## src/rtl/i2c_txn_arbiter.sv

```systemverilog
// Two-port round-robin arbiter in front of a single I2C master; supports locked repeated-start chains.
// Build option: define I2C_ARB_TIMEOUT_EN to add the WAIT-state watchdog (err0/err1 otherwise tied 0).
module i2c_txn_arbiter #(
  parameter int unsigned CS_CYCLES      = 4,
  parameter int unsigned GAP_CYCLES     = 8,
  parameter int unsigned TIMEOUT_CYCLES = 1000
) (
  input  logic       clk,
  input  logic       rst,
  input  logic       req0,
  input  logic       req1,
  input  logic       rw0,
  input  logic       rw1,
  input  logic [6:0] addr0,
  input  logic [6:0] addr1,
  input  logic [7:0] wdata0,
  input  logic [7:0] wdata1,
  input  logic       lock0,
  input  logic       lock1,
  output logic       ack0,
  output logic       ack1,
  output logic       done0,
  output logic       done1,
  output logic       err0,
  output logic       err1,
  output logic [7:0] rdata0,
  output logic [7:0] rdata1,
  output logic       m_cs,
  output logic       m_wr,
  output logic       m_rd,
  output logic [6:0] m_addr,
  output logic [7:0] m_wdata,
  output logic       m_hold,
  input  logic       m_stop,
  input  logic [7:0] m_rdata,
  output logic       busy
);

  if (CS_CYCLES < 1 || CS_CYCLES > 15 || GAP_CYCLES > 255 ||
      TIMEOUT_CYCLES < 1 || TIMEOUT_CYCLES > 65535) begin : g_bad_params
    $error("i2c_txn_arbiter: parameter out of range");
  end

  typedef enum logic [2:0] {StIdle, StIssue, StWait, StDone, StGap} state_e;

  localparam logic [7:0] CsLast  = 8'(CS_CYCLES - 1);
  localparam logic [7:0] GapLast = 8'(GAP_CYCLES - 1);
  localparam bit         GapZero = (GAP_CYCLES == 0);

  state_e      state_q, state_d;
  logic [7:0]  cnt_q, cnt_d;
  logic        last_grant_q, last_grant_d;
  logic        gnt_q, gnt_d;
  logic        rw_q, rw_d;
  logic [6:0]  addr_q, addr_d;
  logic [7:0]  wdata_q, wdata_d;
  logic        hold_q, hold_d;
  logic        ack_q, ack_d;
  logic [7:0]  rdata0_q, rdata0_d;
  logic [7:0]  rdata1_q, rdata1_d;

`ifdef I2C_ARB_TIMEOUT_EN
  localparam logic [15:0] TmoLast = 16'(TIMEOUT_CYCLES - 1);
  logic [15:0] tcnt_q, tcnt_d;
  logic        err_q, err_d;
`endif

  logic pick;
  logic lock_take;
  logic err_cur;
  logic load;

  always_comb begin
    pick = (req0 && req1) ? ~last_grant_q : req1;
`ifdef I2C_ARB_TIMEOUT_EN
    err_cur = err_q;
`else
    err_cur = 1'b0;
`endif
    // An errored transaction never continues a locked chain.
    lock_take = (state_q == StDone) && !err_cur &&
                (gnt_q ? (lock1 && req1) : (lock0 && req0));
  end

  always_ff @(posedge clk or posedge rst) begin
    if (rst) begin
      state_q      <= StIdle;
      cnt_q        <= '0;
      last_grant_q <= 1'b1;
      gnt_q        <= 1'b0;
      rw_q         <= 1'b0;
      addr_q       <= '0;
      wdata_q      <= '0;
      hold_q       <= 1'b0;
      ack_q        <= 1'b0;
      rdata0_q     <= '0;
      rdata1_q     <= '0;
    end else begin
      state_q      <= state_d;
      cnt_q        <= cnt_d;
      last_grant_q <= last_grant_d;
      gnt_q        <= gnt_d;
      rw_q         <= rw_d;
      addr_q       <= addr_d;
      wdata_q      <= wdata_d;
      hold_q       <= hold_d;
      ack_q        <= ack_d;
      rdata0_q     <= rdata0_d;
      rdata1_q     <= rdata1_d;
    end
  end

`ifdef I2C_ARB_TIMEOUT_EN
  always_ff @(posedge clk or posedge rst) begin
    if (rst) begin
      tcnt_q <= '0;
      err_q  <= 1'b0;
    end else begin
      tcnt_q <= tcnt_d;
      err_q  <= err_d;
    end
  end
`endif

  always_comb begin
    state_d      = state_q;
    cnt_d        = cnt_q;
    last_grant_d = last_grant_q;
    gnt_d        = gnt_q;
    rw_d         = rw_q;
    addr_d       = addr_q;
    wdata_d      = wdata_q;
    hold_d       = hold_q;
    ack_d        = 1'b0;
    rdata0_d     = rdata0_q;
    rdata1_d     = rdata1_q;
    load         = 1'b0;
`ifdef I2C_ARB_TIMEOUT_EN
    tcnt_d       = '0;
    err_d        = err_q;
`endif

    unique case (state_q)
      StIdle: begin
        if (req0 || req1) begin
          load    = 1'b1;
          gnt_d   = pick;
          ack_d   = 1'b1;
          cnt_d   = '0;
          state_d = StIssue;
        end
      end
      StIssue: begin
        if (cnt_q == CsLast) begin
          cnt_d   = '0;
          state_d = StWait;
        end else begin
          cnt_d = cnt_q + 8'd1;
        end
      end
      StWait: begin
        if (m_stop) begin
          if (rw_q) begin
            if (gnt_q) rdata1_d = m_rdata;
            else       rdata0_d = m_rdata;
          end
          state_d = StDone;
        end
`ifdef I2C_ARB_TIMEOUT_EN
        else if (tcnt_q == TmoLast) begin
          err_d = 1'b1;
          if (gnt_q) rdata1_d = 8'hFF;
          else       rdata0_d = 8'hFF;
          state_d = StDone;
        end else begin
          tcnt_d = tcnt_q + 16'd1;
        end
`endif
      end
      StDone: begin
        last_grant_d = gnt_q;
        cnt_d        = '0;
`ifdef I2C_ARB_TIMEOUT_EN
        err_d        = 1'b0;
`endif
        if (lock_take) begin
          // Repeated start: reload from the same port, no arbitration and no bus-free gap.
          load    = 1'b1;
          hold_d  = 1'b1;
          state_d = StIssue;
        end else begin
          hold_d  = 1'b0;
          state_d = GapZero ? StIdle : StGap;
        end
      end
      StGap: begin
        if (cnt_q == GapLast) begin
          cnt_d   = '0;
          state_d = StIdle;
        end else begin
          cnt_d = cnt_q + 8'd1;
        end
      end
      default: state_d = StIdle;
    endcase

    if (load) begin
      rw_d    = gnt_d ? rw1    : rw0;
      addr_d  = gnt_d ? addr1  : addr0;
      wdata_d = gnt_d ? wdata1 : wdata0;
    end
  end

  logic issue;
  logic in_done;

  always_comb begin
    issue   = (state_q == StIssue);
    in_done = (state_q == StDone);
    busy    = (state_q != StIdle);
    m_cs    = issue;
    m_wr    = issue & ~rw_q;
    m_rd    = issue & rw_q;
    m_hold  = in_done ? lock_take : hold_q;
    m_addr  = addr_q;
    m_wdata = wdata_q;
    done0   = in_done & ~gnt_q;
    done1   = in_done & gnt_q;
    err0    = in_done & ~gnt_q & err_cur;
    err1    = in_done & gnt_q & err_cur;
    ack0    = (ack_q | lock_take) & ~gnt_q;
    ack1    = (ack_q | lock_take) & gnt_q;
    rdata0  = rdata0_q;
    rdata1  = rdata1_q;
  end

endmodule

```

## config.mk

```make
export PLATFORM = sky130hd
export DESIGN_NAME = i2c_txn_arbiter
export DESIGN_NICKNAME = d
export VERILOG_FILES = /design/src/rtl/i2c_txn_arbiter.sv
export SDC_FILE = /design/constraint.sdc
export NUM_CORES = 1
export LEC_CHECK = 0
export CORE_AREA = 5 5 79 81
export DETAILED_ROUTE_END_ITERATION = 7
export DIE_AREA = 0 0 84 86
export GPL_ROUTABILITY_DRIVEN = 0
export PLACE_DENSITY = 0.8
export SLEW_MARGIN = 20
export SYNTH_ARGS = -nofsm -noshare
export SYNTH_HDL_FRONTEND = slang
export SYNTH_SLANG_ARGS = --single-unit
```

## constraint.sdc

```tcl
create_clock -name clk -period 4.4 [get_ports clk]
set_clock_uncertainty 0.05 [all_clocks]
set_input_delay 0.44 -clock clk [delete_from_list [all_inputs] [get_ports clk]]
set_output_delay 0.44 -clock clk [all_outputs]
set_load 0.02 [all_outputs]
```

==> impl_metrics.tcl, run 1 <==
set metrics [dict create \
    routed_wirelength_um 5710 \
    clk_pin_slew_ps 100 \
    rsz0062_at_grt "no" \
    postCtsHoldBufs 0 \
    hold_path_class "flip-flop to flip-flop" \
    synth_common_cells "46 x dfrtp_1, 39 x mux2_2, 10 x mux2_1" \
    ios 89 \
    p_leak_nw 1.430 \
    synthCells 194 \
    die_w_um 84 \
    hold_slack_ps 442.0 \
    seqCellArea_mm2 0.001177 \
    dp_hpwl_um 4188 \
    yosysWarnings 0 \
    dieArea_mm2 0.007224 \
    cts_tree "done" \
    power_density_mw_per_mm2 662.5 \
    status "finished, final reports clean" \
    antenna_cells 0 \
    cts.sinks 47 \
    wl_per_cell_um 16.36 \
    ys_seq_elements 47 \
    p_total_mw 2.232 \
    path_class "primary input to primary output" \
    grt_pass1_vias 1859 \
    firstDrtPassIters 4 \
    start_util_pct 43.87 \
    insertion_delay_ps 300 \
    critPathLaunchType "primary input" \
    drv_slew 0 \
    n_fill_cell 462 \
    ant_nets 0 \
    fp-row-count 27 \
    post-route-min-period_ps 2900 \
    area_growth_pct 42.11 \
    wl_met1_um 2420 \
    ys_seq_area_share_pct 49.66 \
    cts_htree_levels 2 \
    netlist_area_mm2 0.002371 \
    drtIter0Drc 151 \
    crit_path_max_fanout 5 \
    portBuffers 86 \
    cts_made_buffers 5 \
    antenna_found_initial 0 \
    asyncSetResetFlopFracSynth_pct 100.0 \
    cts-resized-gates 0 \
    synth.avg_cell_area_um2 12.22 \
    ir_drop_v 0.0004167 \
    wl_met2_um 2918 \
    wl_met3_um 324 \
    grt_start_max_net_pins 48 \
    synth-main-ff-cell "dfrtp_1" \
    synth_edf_count 0 \
    drt-vias-per-instance 5.100 \
    clock_path_buffers 2 \
    post-cts-setup-buffer-count 0 \
    dr.max_layer_used "met4" \
    drc 0 \
    nets 325 \
    ys_types 45 \
    postLayoutCoreUtil_pct 62.34 \
    period_share_pct 65.91 \
    endpoint_kind "primary output" \
    multi_input_comb_area_mm2 0.001102 \
    cts_root_buf "clkbuf_8" \
    tns_ps 0 \
    die_h_um 86 \
    finalSetupViolCount 0 \
    postPlaceCellArea_mm2 0.003253 \
    final_area_mm2 0.003369 \
    track_usage_pct 16.11 \
    fmaxAchievable_mhz 344.8 \
    worstPathArrival_ps 2410 \
    cp.required_ps 3910 \
    finalHoldViolCount 0 \
    layout-drive-gt1-share_pct 20.58 \
    cap_violations 0 \
    netlist.area_leader.share_pct 48.55 \
    yosysTopAreaCell "dfrtp_1" \
    overflow 0 \
    synth_most_common_cell "dfrtp_1" \
    relSlewSlack_pct 44.46 \
    synthTopCellsByArea "dfrtp_1 49%, mux2_2 19%, mux2_1 4.7%" \
    coreArea_mm2 0.005405 \
    vias 1780 \
    worst_pin_slew_ps 832.2 \
    grt_pass1_wl_um 9273 \
]
-- worst paths after layout --
path | startpoint | end | slack, ps | cells after the start
min in group asynchronous | rst | rdata1[6] | 540 | 2
max reg2reg | state_q[1] | m_addr[6] | 1770 | 4
max | req0 | ack1 | 1500 | 6
min reg2reg | hold_q | hold_q | 440 | 2
max in group asynchronous | rst | m_wdata[3] | 3260 | 2
min | hold_q | hold_q | 440 | 2
-- cells in the final DEF (no fill, tap or decap), types with 2 or more instances in the layout --
cell / n
or3_1: 6
o21ai_0: 6
a21oi_1: 4
clkbuf_8: 5
a21o_1: 2
clkdlybuf4s50_1: 86
nand2_1: 5
nor2_1: 8
ha_1: 2
nor2b_1: 6
conb_1: 2
a22oi_1: 6
mux2_2: 39
or2_2: 3
and2_1: 2
dfrtp_1: 46
nand3_1: 6
mux2_1: 10
inv_1: 5
-- area by class of cell --
| type | count | area share, % |
|---|---|---|
| sequential | 47 | 34.94 |
| timing repair buffer | 86 | 25.55 |
| tap | 72 | 2.674 |
| inverter | 6 | 0.7055 |
| clock buffer | 5 | 2.042 |
| clock inverter | 3 | 1.374 |
| multi-input combinational | 130 | 32.71 |
-- registers in the layout, indices dropped and copies added (netlist names) --
register,cells
ack_q,1
cnt_q,8
gnt_q,1
hold_q,1
last_grant_q,1
m_addr,7
m_wdata,8
rdata0,8
rdata1,8
rw_q,1
state_q,3
-- where the power goes --
group          leakage [nW]  switching, mW  internal (mW)  total [mW]
Clock                0.0548          0.155          0.171       0.326
Sequential            0.600          0.144          0.600       0.744
Combinational         0.774          0.554          0.609        1.16
-- per-layer routing --
metal / global-route usage [%] / vias up
li1: - / 855
met1: 19.19 / 876
met2: 27.98 / 47
met3: 4.515 / 2
met4: 5.702 / 0
met5: 0 / -
-- cells by family (layout without fill, tap and decap cells) --
kind of cell | Yosys count | count (layout) | synth area share (%)
buf+inv | 18 | 100 | 4.010
flops | 47 | 47 | 49.66
simple gates | 47 | 47 | 11.72
xor+xnor | 1 | 1 | 0.3695
other cells | 1 | 2 | 0.1582
fa+ha+maj | 2 | 2 | 1.055
compound gates | 28 | 28 | 8.813
mux | 50 | 50 | 24.22
-- metrics by stage --
| stage | std cells | setup slack (ps) |
|---|---|---|
| floorplan | 195 | 2182 |
| finish | 349 | 1500 |
| global placement | 341 | 1538 |
| CTS | 349 | 1542 |
| global route | 349 | 1384 |
| detailed placement | 341 | 1520 |
-- worst max-delay path, stage by stage --
cell and delay, ps:
clkdlybuf4s50_1 530, nand2_1 60, o21ai_0 430, a31oi_1 180, nor2b_1 140, clkdlybuf4s50_1 630
(Power assumes the default switching activity.)
==> inputs of run 2 (changes only) <==
- CORE_AREA: 5 5 79 81 -> 5 5 83 85
- DIE_AREA: 0 0 84 86 -> 0 0 88 90
- PLACE_DENSITY: 0.8 -> 0.76
- clock period: 4.4 -> 2.55 ns (I/O delays scaled with it)
==> run 2 against run 1 <==
Effect of this change:
- wire length grew 1.6%
- global-route usage shrank 0.56 points
- combinational power grew 88%
- largest power group unchanged
==> impl_metrics.tcl, run 2 (synthesized netlist as in run 1, its figures left out) <==
set metrics [dict create \
    status "finished, final reports clean" \
    ir_drop_v 0.0006167 \
    dieArea_mm2 0.007920 \
    track_usage_pct 15.55 \
    die_w_um 88 \
    postLayoutCoreUtil_pct 56.25 \
    worst_pin_slew_ps 560.1 \
    dp_hpwl_um 4361 \
    post-route-min-period_ps 2374 \
    rsz0062_at_grt "no" \
    overflow 0 \
    ant_nets 0 \
    relSlewSlack_pct 62.32 \
    die_h_um 90 \
    path_class "flip-flop to primary output" \
    cts_htree_levels 2 \
    cap_violations 0 \
    worstPathArrival_ps 2070 \
    portBuffers 86 \
    antenna_found_initial 0 \
    drv_slew 0 \
    rrSetupSlack_ps 310 \
    insertion_delay_ps 300 \
    cts.sinks 47 \
    postCtsHoldBufs 0 \
    endpoint_kind "primary output" \
    p_leak_nw 1.473 \
    post-cts-setup-buffer-count 0 \
    tns_ps 0 \
    drc 0 \
    hold_path_class "primary input to asynchronous set/reset pin" \
    crit_path_max_fanout 9 \
    clock_path_buffers 2 \
    routed_wirelength_um 5801 \
    wl_per_cell_um 16.07 \
    drt-vias-per-instance 4.997 \
    finalSetupViolCount 0 \
    layout-drive-gt1-share_pct 22.54 \
    fmaxAchievable_mhz 421.3 \
    cp.required_ps 2250 \
    start_util_pct 38.67 \
    grt_pass1_vias 1895 \
    firstDrtPassIters 4 \
    cts_made_buffers 5 \
    area_growth_pct 45.49 \
    fp-row-count 29 \
    period_share_pct 93.08 \
    cts_root_buf "clkbuf_8" \
    vias 1804 \
    clk_pin_slew_ps 90 \
    coreArea_mm2 0.006132 \
    grt_pass1_wl_um 9777 \
    nets 332 \
    final_common_cell "clkdlybuf4s50_1" \
    critPathLaunchType "flip-flop" \
    power_density_mw_per_mm2 1144 \
    drtIter0Drc 107 \
    finalHoldViolCount 0 \
    cts_tree "done" \
    mostFrequentLayoutCells "86 x clkdlybuf4s50_1, 46 x dfrtp_1, 39 x mux2_2" \
    ios 89 \
    antenna_cells 0 \
    grt_start_max_net_pins 48 \
]
## run 2: timing repair
item	CTS	global route
gates resized for setup	0	2
endpoints found under the setup margin	0	3
endpoints found under the hold margin	0	0
## run 2: power breakdown
part           total [mW]  internal (mW)  switching, mW  leakage (nW)
logic                2.18           1.14           1.04         0.821
registers            1.23           1.04          0.191         0.600
clock network       0.541          0.293          0.249        0.0514
total                3.95           2.47           1.48          1.47
## run 2: layout make-up
cell class / count / area [um2]
clock buffer: 6 / 72.57
inverter: 6 / 22.52
fill: 509 / 2683
multi-input combinational: 130 / 1105
timing repair buffer: 93 / 938.4
tap: 77 / 96.34
clock inverter: 2 / 37.54
sequential: 47 / 1177
## run 2: per-layer routing
metal	GRT usage (%)	routed length, um	vias up
li1	-	-	871
met4	4.987	94	0
met5	0	0	-
met3	3.931	225	9
met2	24.69	3045	38
met1	20.57	2435	886
## run 2: worst paths after layout
| path | end | depth (start not counted) | start |
|---|---|---|---|
| worst max-delay path | ack1 | 5 | gnt_q |
| worst min-delay path | hold_q | 3 | rst |
| worst max register to register | m_addr[6] | 5 | state_q[2] |
| worst min register to register | hold_q | 2 | hold_q |
| max in group asynchronous | last_grant_q | 3 | rst |
| min in group clk | hold_q | 2 | hold_q |
## run 2: worst max-delay path, cell delays in order, from the launching register on
cell	delay (ps)
dfrtp_1	550
nand3_1	110
o21ai_1	200
a31oi_1	160
nor2b_1	130
clkdlybuf4s50_1	620
## run 2: through the flow
stage               instances  power [mW]  cell area (um2)  hold WS (ps)  worst slack, ps
global placement          353       3.386             3337         414.3            128.6
finish                    361       3.946             3450         250.8            176.4
CTS                       361       3.991             3447         253.9            47.79
detailed placement        353       3.425             3337         437.2            76.39
floorplan                 195       2.535             2375         355.6            331.5
global route              361       4.204             3450         255.9            42.91
==> inputs of run 3 (changes only) <==
- CAP_MARGIN: default -> 15
- CORE_AREA: 5 5 83 85 -> 5 5 75 77
- DIE_AREA: 0 0 88 90 -> 0 0 80 82
- DONT_BUFFER_PORTS: default -> 1
- PLACE_DENSITY: 0.76 -> 0.66
==> run 3 against run 2 <==
Effect of this change:
- critical path depth is 2 lower
- utilization fell by 4.6 points
- fmax increased by 8.3%
- wire length shrank 13%
- final cell count fell by 26%
- clock power grew 2%
- worst hold slack got worse by 190 ps
- highest routed layer unchanged
- sequential power increased by 24%
- power fell by 16%
- register-to-register slack gained 60 ps
- combinational power is 43% lower
- flip-flop and latch count unchanged
==> impl_metrics.tcl, run 3 (synthesized netlist as in run 1, its figures left out) <==
set metrics [dict create \
    final_common_cell "dfrtp_1" \
    clock_path_buffers 2 \
    track_usage_pct 16.39 \
    post-route-min-period_ps 2192 \
    postPlaceCellArea_mm2 0.002427 \
    antenna_found_initial 0 \
    insertion_delay_ps 290 \
    portBuffers 0 \
    internal_power_mw 1.941 \
    start_util_pct 47.95 \
    crit_path_max_fanout 9 \
    wl_per_cell_um 18.89 \
    worst_pin_slew_ps 779.1 \
    firstDrtPassIters 4 \
    n_fill_cell 446 \
    fmaxAchievable_mhz 456.2 \
    multi_input_comb_area_mm2 0.001102 \
    cts-resized-gates 0 \
    grt_pass1_vias 1674 \
    ant_nets 0 \
    drc 0 \
    p_leak_nw 1.139 \
    mostFrequentLayoutCells "46 x dfrtp_1, 39 x mux2_2, 10 x mux2_1" \
    drtIter0Drc 157 \
    rsz0062_at_grt "no" \
    worstPathArrival_ps 1890 \
    cts_root_buf "clkbuf_8" \
    pwr-share-seq_pct 45.7 \
    cts_tree "done" \
    coreArea_mm2 0.004945 \
    layout-drive-gt1-share_pct 31.47 \
    cp.required_ps 2250 \
    post-cts-setup-buffer-count 0 \
    overflow 0 \
    ios 89 \
    critPathLaunchType "flip-flop" \
    vias 1522 \
    grt_start_max_net_pins 48 \
    antenna_cells 0 \
    final_area_mm2 0.002556 \
    relSlewSlack_pct 48.00 \
    grt_pass1_wl_um 8245 \
    clk_pin_slew_ps 80 \
    fp-row-count 26 \
    period_share_pct 85.97 \
    cts_htree_levels 2 \
    dp_hpwl_um 3736 \
    seqCellArea_mm2 0.001177 \
    finalHoldViolCount 0 \
    ir_drop_v 0.0005925 \
    switching_share_pct 41.50 \
    tns_ps 0 \
    nets 245 \
    status "finished, final reports clean" \
    power_density_mw_per_mm2 1298 \
    p_clk_share_pct 16.7 \
    endpoint_kind "primary output" \
    area_growth_pct 7.810 \
    cap_violations 0 \
    die_h_um 82 \
    finalSetupViolCount 0 \
    routed_wirelength_um 5043 \
    die_w_um 80 \
    power.switching_mw 1.377 \
    drt-vias-per-instance 5.700 \
    drv_slew 0 \
    cts.sinks 47 \
    pwr-share-comb_pct 37.6 \
    dieArea_mm2 0.006560 \
    hold_path_class "primary input to flip-flop" \
    cts_made_buffers 5 \
    path_class "flip-flop to primary output" \
]
## run 3: changes by cell type in the layout (fill, tap and decap cells not counted), sizes merged
| cell | change |
|---|---|
| clkinvlp | -1 |
| clkinv | +2 |
| clkdlybuf4s50 | -86 |
| dlygate4sd3 | +1 |
| inv | -1 |
| buf | -2 |
## run 3: path summary, 6_finish.rpt
kind / start / endpoint / slack, ps / depth (start not counted)
min in group asynchronous: rst / rdata1[2] / 490 / 2
min reg2reg: last_grant_q / last_grant_q / 470 / 1
min: m_rdata[4] / rdata0[4] / 60 / 1
max reg2reg: state_q[2] / m_wdata[2] / 370 / 5
max in group asynchronous: rst / m_wdata[0] / 1490 / 2
max: gnt_q / ack1 / 360 / 3
## run 3: repair_timing
action	4_1_cts	5_1_grt
hold buffers	0	1
endpoints found under the hold margin	0	46
setup endpoints to repair	0	0
## run 3: per-layer routing
metal / share of wire [%] / track usage [%] / vias up
met1: 39 / 18.72 / 762
met2: 50 / 27.32 / 59
li1: - / - / 697
met3: 9.4 / 7.237 / 4
met5: 0 / 0 / -
met4: 0.85 / 5.912 / 0
## run 3: area by class of cell
type / count / share of cell area (%)
sequential: 47 / 46.06
multi-input combinational: 130 / 43.12
tap: 70 / 3.426
clock buffer: 6 / 3.231
timing repair buffer: 6 / 1.860
clock inverter: 2 / 1.371
inverter: 6 / 0.9300
## run 3: through the flow
| step | cells | power, mW | hold slack (ps) | setup WS, ps | util (%) |
|---|---|---|---|---|---|
| after floorplan | 195 | 2.535 | 355.6 | 331.5 | - |
| after global placement | 258 | 2.713 | 331.4 | 438.6 | 49.09 |
| after detailed placement | 258 | 2.790 | 350.2 | 382.0 | 49.09 |
| after CTS | 266 | 3.359 | 23.50 | 331.6 | 51.47 |
| after global routing | 267 | 3.544 | 34.92 | 246.6 | 51.70 |
| final | 267 | 3.318 | 58.19 | 357.8 | 51.70 |
## run 3: critical path, cell delays in order (launching register included)
cell and delay, ps:
dfrtp_1 500, o21ai_0 530, a31oi_1 200, nor2b_1 370
## run 3: power by group through the flow
stage               Combinational (mW)  Sequential, mW  Clock, mW
finish                            1.25            1.52      0.554
detailed placement                1.25            1.54          0
global placement                  1.19            1.52          0
floorplan                         1.09            1.44          0
global route                      1.39            1.56      0.603
CTS                               1.26            1.52      0.576
